`config.mk`:
```
export PLATFORM = sky130hd
export DESIGN_NAME = alu_stage_16
export DESIGN_NICKNAME = d
export VERILOG_FILES = /design/src/rtl/alu_stage_16.sv
export SDC_FILE = /design/constraint.sdc
export NUM_CORES = 1
export LEC_CHECK = 0
export CAP_MARGIN = 20
export CELL_PAD_IN_SITES_DETAIL_PLACEMENT = 1
export CELL_PAD_IN_SITES_GLOBAL_PLACEMENT = 2
export CORE_MARGIN = 3
export CORE_UTILIZATION = 33
export DETAILED_ROUTE_END_ITERATION = 16
export GPL_ROUTABILITY_DRIVEN = 0
export PLACE_DENSITY = 0.88
export SLEW_MARGIN = 5
export SYNTH_ARGS = -nofsm -noshare
export SYNTH_HDL_FRONTEND = slang
export SYNTH_SLANG_ARGS = --single-unit
```
`constraint.sdc`:
```
create_clock -name clk -period 2 [get_ports clk]
set_input_delay 0.4 -clock clk [delete_from_list [all_inputs] [get_ports clk]]
set_output_delay 0.4 -clock clk [all_outputs]
set_load 0.05 [all_outputs]
```
`src/rtl/alu_stage_16.sv`:
```
// alu_stage_16 -- registered Hack ALU stage with a 2-entry result buffer.
//
// Purpose:
//   Accepts one {x, y, ctl} word per cycle through a valid/ready input port.
//   It computes the Hack ALU result and its zr/ng flags (and optionally ovf)
//   combinationally. It stores them together in a 2-entry FIFO and presents
//   the oldest entry on a valid/ready output port.
//
// Handshake: a transfer happens on a rising clk edge where valid && ready.
//   A producer holds valid and its payload until the transfer. The consumer
//   sees out/zr/ng/ovf stable while out_valid && !out_ready. in_ready does
//   not depend on out_ready; full throughput comes from the second entry,
//   not from a bypass path.
//
// Configuration:
//   ALU_STAGE_OVF_EN -- when defined, adds the ovf output and per-entry
//   overflow storage. When undefined, that port and storage are absent.
//
// Ports:
//   clk        in   clock, rising edge
//   reset_n    in   asynchronous active-low reset
//   in_valid   in   operand/control word presented
//   in_ready   out  stage can accept a word this cycle
//   x, y       in   WIDTH-bit operands
//   ctl        in   {zx,nx,zy,ny,f,no}, zx is bit 5
//   out_valid  out  result word available
//   out_ready  in   consumer accepts the result this cycle
//   out        out  WIDTH-bit result
//   zr         out  result == 0
//   ng         out  result MSB
//   ovf        out  signed overflow of the add (ALU_STAGE_OVF_EN only)
//   buf_state  out  buffer FSM state (0 EMPTY, 1 ONE, 2 TWO) for observation

module alu_stage_16 #(
   parameter int WIDTH = 16
) (
   input  logic             clk,
   input  logic             reset_n,
   input  logic             in_valid,
   output logic             in_ready,
   input  logic [WIDTH-1:0] x,
   input  logic [WIDTH-1:0] y,
   input  logic [5:0]       ctl,
   output logic             out_valid,
   input  logic             out_ready,
   output logic [WIDTH-1:0] out,
   output logic             zr,
   output logic             ng,
`ifdef ALU_STAGE_OVF_EN
   output logic             ovf,
`endif
   output logic [1:0]       buf_state
);

   typedef enum logic [1:0] {
      EMPTY = 2'd0,
      ONE   = 2'd1,
      TWO   = 2'd2
   } state_t;

   state_t state;
   state_t state_next;

   // ---------------------------------------------------------------
   // ALU datapath (combinational, feeds only the buffer write port)
   // ---------------------------------------------------------------
   logic [WIDTH-1:0] x_z;
   logic [WIDTH-1:0] x_n;
   logic [WIDTH-1:0] y_z;
   logic [WIDTH-1:0] y_n;
   logic [WIDTH-1:0] sum;
   logic [WIDTH-1:0] f_res;
   logic [WIDTH-1:0] res;
   logic             res_zr;
   logic             res_ng;

   always_comb begin
      x_z    = ctl[5] ? '0 : x;
      x_n    = ctl[4] ? ~x_z : x_z;
      y_z    = ctl[3] ? '0 : y;
      y_n    = ctl[2] ? ~y_z : y_z;
      sum    = x_n + y_n;
      f_res  = ctl[1] ? sum : (x_n & y_n);
      res    = ctl[0] ? ~f_res : f_res;
      res_zr = (res == '0);
      res_ng = res[WIDTH-1];
   end

`ifdef ALU_STAGE_OVF_EN
   // Overflow is judged on the sum before the final 'no' inversion:
   // both operands share a sign and the sum's sign differs from it.
   logic res_ovf;

   always_comb begin
      res_ovf = ctl[1] & (x_n[WIDTH-1] == y_n[WIDTH-1]) &
                (sum[WIDTH-1] != x_n[WIDTH-1]);
   end
`endif

   // ---------------------------------------------------------------
   // Handshake qualifiers
   // ---------------------------------------------------------------
   logic push;
   logic pop;

   // in_ready is held low while reset is asserted and rises with the release.
   assign in_ready  = reset_n & (state != TWO);
   assign out_valid = (state != EMPTY);
   assign push      = in_valid & in_ready;
   assign pop       = out_valid & out_ready;
   assign buf_state = state;

   // ---------------------------------------------------------------
   // Buffer FSM: state register
   // ---------------------------------------------------------------
   always_ff @(posedge clk or negedge reset_n) begin
      if (!reset_n) begin
         state <= EMPTY;
      end else begin
         state <= state_next;
      end
   end

   // ---------------------------------------------------------------
   // Buffer FSM: next state
   // ---------------------------------------------------------------
   always_comb begin
      state_next = state;
      unique case (state)
         EMPTY: begin
            if (push) state_next = ONE;
         end
         ONE: begin
            if (push && !pop)      state_next = TWO;
            else if (!push && pop) state_next = EMPTY;
            else                   state_next = ONE;
         end
         TWO: begin
            // push cannot occur here because in_ready is low
            if (pop) state_next = ONE;
         end
         default: state_next = EMPTY;
      endcase
   end

   // ---------------------------------------------------------------
   // Storage and 1-bit pointers (wrap modulo 2 by width)
   // ---------------------------------------------------------------
   logic [WIDTH-1:0] mem_res [2];
   logic             mem_zr  [2];
   logic             mem_ng  [2];
   logic             wr_ptr;
   logic             rd_ptr;

   always_ff @(posedge clk or negedge reset_n) begin
      if (!reset_n) begin
         wr_ptr <= 1'b0;
         rd_ptr <= 1'b0;
      end else begin
         if (push) wr_ptr <= wr_ptr + 1'b1;
         if (pop)  rd_ptr <= rd_ptr + 1'b1;
      end
   end

   // Entries are cleared on reset so the outputs read zero until the first
   // result. They also never reveal a result that was accepted before reset.
   always_ff @(posedge clk or negedge reset_n) begin
      if (!reset_n) begin
         mem_res[0] <= '0;
         mem_res[1] <= '0;
         mem_zr[0]  <= 1'b0;
         mem_zr[1]  <= 1'b0;
         mem_ng[0]  <= 1'b0;
         mem_ng[1]  <= 1'b0;
      end else if (push) begin
         mem_res[wr_ptr] <= res;
         mem_zr[wr_ptr]  <= res_zr;
         mem_ng[wr_ptr]  <= res_ng;
      end
   end

`ifdef ALU_STAGE_OVF_EN
   logic mem_ovf [2];

   always_ff @(posedge clk or negedge reset_n) begin
      if (!reset_n) begin
         mem_ovf[0] <= 1'b0;
         mem_ovf[1] <= 1'b0;
      end else if (push) begin
         mem_ovf[wr_ptr] <= res_ovf;
      end
   end

   assign ovf = mem_ovf[rd_ptr];
`endif

   // The head entry only changes on a pop. A push in state ONE writes the
   // other slot, so the outputs stay stable while the consumer stalls.
   assign out = mem_res[rd_ptr];
   assign zr  = mem_zr[rd_ptr];
   assign ng  = mem_ng[rd_ptr];

endmodule

```
==> results of run 1 <==
==> repair_timing <==
action                     4_1_cts  5_1_grt
setup endpoints to repair       34       32
gates resized for setup        133       37
buffers inserted                18       12
pin swaps                       52       18
==> area by class of cell <==
class / count / area, µm²
Sequential cell: 38 / 953.4
Clock buffer: 7 / 86.33
Fill cell: 1186 / 4524
Tap cell: 136 / 170.2
Inverter: 6 / 22.52
Timing Repair Buffer: 180 / 1570
Multi-Input combinational cell: 338 / 3228
==> flip-flops by register name, summed over array words and instances (netlist names) <==
signal / flops
wr_ptr: 1
mem_zr: 2
rd_ptr: 1
mem_res: 32
buf_state: 2
==> cells by family (layout without fill, tap and decap cells) <==
kind of cell | count (synthesis) | count (layout) | synth area share (%)
XOR/XNOR | 46 | 46 | 10.96
AND/OR/NAND/NOR | 145 | 145 | 22.23
flip-flops | 38 | 38 | 25.87
multiplexers | 49 | 49 | 14.81
adder cells (fa/ha/maj) | 18 | 18 | 6.331
buffers and inverters | 32 | 193 | 4.289
AO/OA/AOI/OAI | 80 | 80 | 15.52
==> routing by layer <==
layer / vias to the layer above / wire length (µm)
li1: 1786 / -
met1: 1803 / 5017
met2: 85 / 6919
met3: 19 / 359
met4: 0 / 227
met5: - / 0
==> path summary, 6_finish.rpt <==
check                                  start            to  cells after the start  slack (ps)
min in group clk                  mem_res[9]    mem_res[9]                      2         490
worst max register to register  buf_state[0]   mem_res[30]                      7         120
worst max-delay path                  ctl[5]     mem_zr[1]                     13       -1180
max in group asynchronous            reset_n  buf_state[0]                      2        1430
worst min register to register    mem_res[9]    mem_res[9]                      2         490
worst min-delay path                 reset_n   mem_res[14]                      2         200
==> stage by stage <==
step | TNS, ps | hold WS (ps) | cells
CTS | -18680 | 219.6 | 696
finish | -21590 | 200.9 | 705
global placement | -40630 | 454.8 | 672
global route | -23860 | 242.1 | 705
detailed placement | -43820 | 472.8 | 672
floorplan | -17080 | 104.4 | 408
==> critical path, cell delays in order <==
cell	delay [ps]
buf_6	90
nand2b_4	130
xnor2_2	140
ha_2	200
fa_2	360
a21o_1	210
a221oi_4	300
o21a_1	190
a2111oi_2	60
or4_4	530
or4_4	510
nor3_4	130
a22o_1	140
==> power by group through the flow <==
stage / clock network (mW) / logic, mW / registers (mW)
2_1_floorplan: 0 / 2.66 / 1.30
3_3_place_gp: 0 / 3.87 / 1.28
3_5_place_dp: 0 / 3.99 / 1.34
4_1_cts: 0.545 / 4.41 / 1.33
5_1_grt: 0.574 / 4.90 / 1.37
6_report: 0.525 / 4.60 / 1.32
==> cells in the final DEF, fill, tap and decap left out, drive strengths merged, types with 6 or more instances in the layout <==
master and instances:
nand3 6, clkdlybuf4s50 19, o21ai 11, nand2b 36
a21oi 18, a21o 9, or2 6, dlygate4sd2 17
clkbuf 7, buf 144, nand2 31, nor3 9
nor2 14, dfrtp 38, mux2 43, xnor2 45
mux2i 6, ha 17
==> metrics.txt, run 1 <==
Post-CTS Hold Buffers=0; H-tree depth=2; syn nets=about 470; Total GRT Usage=just under 20%; critical path arrival=~3400 ps; die footprint=approximately 12000 µm²; Final Util=a little under three fifths; final worst setup slack=-1177 ps; Int Pwr=3.494 mW; Die H=roughly 110 µm; Peak VDD IR=0.001565 V; TritonCTS Buffers=5; via count=3693; synth top area cells=dfrtp_1 (26%), mux2_2 (13%), xnor2_1 (11%); clk sink count=38; Vias per Instance=approximately 5.2; DRC viols=0; final WL=approximately 13 mm; RSZ-0062 raised after global routing=true; final hold vios=0; startpoint types=primary input; worst-skew pair later-pin latency=approximately 290 ps; Seq pwr share=just over 20%; register area share after synthesis=25.87%; EDFF count, synth=0; Starting Density=34.83%; WL/cell=between 15 and 20 µm; DRT antenna net count=0; Final min period=3177 ps; outcome=complete, but fails checks; Slew Viols, Final=0; power after layout=around 6.5 mW; grt ovf=0; share of layout cells above drive strength 1=roughly half; clock share of power=8.1%; Worst Path Max Fanout=2; Comb power frac=a little under three quarters; total of max-cap violations=0; grt met2 use=38.16%; clk slew on worst S/H paths=approximately 70 ps; cells after synthesis=between 400 and 500; failing checks=negative setup slack; Placed Area=5111 µm²; ys async rst share=between 90% and 100%; DR iter-0 viols=approximately 100; PortBufs=63; Crit. End Element=flip-flop; Slew headroom=between 60% and 70%; post-synth top area share=around a quarter; most common cell in the netlist=xnor2_1; dpl ws=-1930 ps; prevailing post-synth register cell=dfrtp_1; grt peak-use layer=met2; Synth Warn #=0; switching portion of total power=45.85%; initial antenna violation count=0; Post-Route Skew=about 9.7 ps; DRT Pass-1 Iters=4; CTS Buffer Depth=2; Worst Max-Slew Pin Slew=roughly 560 ps; final setup fails=30; area delta synth->final=64.06%; Psw=around 3 mW; Tcrit/Tclk final=158.9%; core area=about 11000 µm²; # IOs=64; Commonest cells post-synth=xnor2_1 (45), mux2_2 (43), dfrtp_1 (38); Final nets=about 630; Die W=between 100 and 150 µm; grt met3 use=just over 2%; Fmax=between 0.3 and 0.4 GHz; Core Rows=37; Synth Register Bits=38; Post-Layout Inst Area=6031 µm²; vias in the first global route=4147; Critical Path RT=roughly 2200 ps; ant diodes=0; min-delay worst type=primary input to asynchronous set/reset pin; CTS tree=built; largest net degree at the start of global routing=39; Synth Area per Inst=9.010 µm²; first-pass GRT wire length=20.41 mm; clock root cell=clkbuf_8; P_leak=between 2 and 3 nW; Mapped Area=3676 µm²; met1 Resource Use GR=between 20% and 30%; Yosys top cell by area=dfrtp_1; power density over cell area=around 1100 nW/µm²; post-DP HPWL=9.381 mm; synth unique cells=about 60; WS Path Type=primary input to flip-flop
(Power assumes the default switching activity.)
==> run 2: changes to the inputs <==
--- a/config.mk
+++ b/config.mk
@@ -13,6 +13,7 @@
 export DETAILED_ROUTE_END_ITERATION = 16
 export GPL_ROUTABILITY_DRIVEN = 0
 export PLACE_DENSITY = 0.88
+export REMOVE_ABC_BUFFERS = 1
 export SLEW_MARGIN = 5
 export SYNTH_ARGS = -nofsm -noshare
 export SYNTH_HDL_FRONTEND = slang
==> run 2 against run 1 <==
  * The run still ends with negative setup slack left
  * Critical endpoint unchanged
  * Sequential power about the same
  * Hold slack got worse by 27 ps
  * Critical path type unchanged
  * Cell area up 1.4%
  * Combinational power rose by 4%
  * Via count up 2.5%
==> metrics.txt, run 2 (synthesized netlist as in run 1, its figures left out) <==
RSZ-0062 raised after global routing=true; Critical R2R Launch=buf_state[0]; Final Util=57.93% (+0.79 points); Slew headroom=67.21% (+5.2 points); FF-to-FF End=mem_res[26]; Post-CTS Hold Buffers=0 (unchanged); Peak VDD IR=0.0009476 V (-39%); Worst Path Max Fanout=6 (+4); PortBufs=63 (unchanged); power after layout=6.627 mW (+2.7%); core area=10560 µm² (unchanged); Fmax=0.3160 GHz (+0.40%); ant diodes=0 (unchanged); P_leak=2.770 nW (+3.0%); storage element area=950.9 µm² (-0.26%); via count=3784 (+2.5%); clk slew on worst S/H paths=70 ps (about the same); setup TNS=-21650 ps (-55.70 ps); Tcrit/Tclk final=158.2% (-0.63 points); Post-Layout Inst Area=6115 µm² (+1.4%); Crit. End Element=flip-flop; TritonCTS Buffers=5 (unchanged); Vias per Instance=5.337 (+1.9%); Critical Path RT=2230 ps (about the same); DRT antenna net count=0 (unchanged); total of max-cap violations=0 (unchanged); Total GRT Usage=19.09% (-0.56 points); Die H=111.5 µm (unchanged); CTS tree=built; DR iter-0 viols=173 (+71%); critical path arrival=3390 ps (about the same); Core Rows=37 (unchanged); WS Path Type=primary input to flip-flop; vias in the first global route=3996 (-3.6%); worst path cell trace=buf_12, nand2b_4, xnor2_2, ha_2, fa_2, a21o_4, a221oi_4, o21a_1, a2111oi_2, or4_4, or4_4, nor3_4, a22o_1; fillcell total=1168 (-1.5%); final WL=13.88 mm (+11%); grt ovf=0 (unchanged); H-tree depth=2 (unchanged); initial antenna violation count=0 (unchanged); area delta synth->final=66.34%; clk sink count=38 (unchanged); Slew Viols, Final=0 (unchanged); CTS Buffer Depth=2 (unchanged); worst-skew pair later-pin latency=290 ps (about the same); fin cells=709 (+0.57%); Hold Slack=173.6 ps (-27.29 ps); final setup fails=30 (unchanged); most frequent cells in the layout=buf_4 (108), dfrtp_1 (38), mux2_2 (36); DRC viols=0 (unchanged); first-pass GRT wire length=19.80 mm (-3.0%); Worst path max stage delay=490 ps (-40 ps); die footprint=12440 µm² (unchanged); most used cell, CP=or4_4; outcome=complete, but fails checks; Post-Route Skew=1.999 ps (-7.697 ps); r2r setup slk=140 ps (+20 ps); R2R depth=7 (unchanged); Largest register FFs=32 (unchanged); DRT Pass-1 Iters=4 (unchanged); Worst Max-Slew Pin Slew=490.4 ps (-74.25 ps); power density over cell area=1084 nW/µm² (+1.3%); multi-input logic area=3228 µm² (unchanged); failing checks=negative setup slack; min-delay worst type=primary input to asynchronous set/reset pin; final hold vios=0 (unchanged); final worst setup slack=-1165 ps (+12.65 ps); Final nets=632 (+0.48%); Placed Instances=670 (-0.30%); largest net degree at the start of global routing=39 (unchanged); Die W=111.5 µm (unchanged); share of layout cells above drive strength 1=51.31% (-0.18 points); CP max-delay cell=or4_4; clock root cell=clkbuf_8; Starting Density=34.83% (unchanged); largest reg by FF count=mem_res; # IOs=64 (unchanged); Placed Area=4992 µm² (-2.3%); startpoint types=primary input; Final min period=3165 ps (-12.65 ps); commonest non-fill, non-tap cell in the layout=buf_4; post-DP HPWL=8.711 mm (-7.1%); dpl ws=-2134 ps (-203.4 ps); WL/cell=19.58 µm (+10%)
[run 2: how the worst max path moves through the flow]
stage	from	to	slack (ps)	depth (start not counted)
after CTS	ctl[3]	mem_zr[1]	-1190	13
after global placement	ctl[5]	mem_zr[1]	-2050	13
after global routing	ctl[5]	mem_zr[1]	-1300	16
after floorplan	ctl[5]	mem_zr[1]	-1410	12
after detailed placement	ctl[5]	mem_zr[1]	-2130	13
final	ctl[5]	mem_zr[1]	-1160	13
[run 2: critical path, delay by kind of cell]
kind,cells,cell delay (ps)
buf+inv,1,110
xor+xnor,1,130
compound gates,5,940
simple gates,4,1220
fa+ha+maj,2,590
[run 2: layout make-up]
| type | instances | area share [%] |
|---|---|---|
| clock buffer | 7 | 1.412 |
| clock inverter | 1 | 0.08185 |
| inverter | 6 | 0.3683 |
| multi-input combinational | 338 | 52.79 |
| sequential | 38 | 15.55 |
| tap | 136 | 2.783 |
| timing repair buffer | 183 | 27.01 |
[run 2: repair_timing]
action                                  in CTS  in global routing
endpoints found under the setup margin      34                 32
pin swaps                                   62                 41
resized for setup                          135                 78
buffers inserted                            19                 16
cloned                                       0                  1
[run 2: per-layer routing]
metal	vias to the layer above	share of wire, %	GRT usage, %
li1	1805	-	-
met1	1863	40	22.91
met2	90	55	36.23
met3	26	2.6	1.739
met4	0	2.1	5.109
met5	-	0	0
[run 2: power by group]
part,total (mW),leakage (nW),internal (mW),switching (mW)
Sequential,1.31,0.463,1.12,0.191
Clock,0.538,0.0482,0.278,0.260
Combinational,4.77,2.26,2.18,2.59
Total,6.63,2.77,3.58,3.04
==> run 3: changes to the inputs <==
--- a/config.mk
+++ b/config.mk
@@ -12,8 +12,10 @@
 export CORE_UTILIZATION = 33
 export DETAILED_ROUTE_END_ITERATION = 16
 export GPL_ROUTABILITY_DRIVEN = 0
+export HOLD_SLACK_MARGIN = 0.12
 export PLACE_DENSITY = 0.88
 export REMOVE_ABC_BUFFERS = 1
+export SETUP_SLACK_MARGIN = 0.02
 export SLEW_MARGIN = 5
 export SYNTH_ARGS = -nofsm -noshare
 export SYNTH_HDL_FRONTEND = slang
==> results of run 3 <==
Final layout, timing and power as in run 2 (identical DEF).
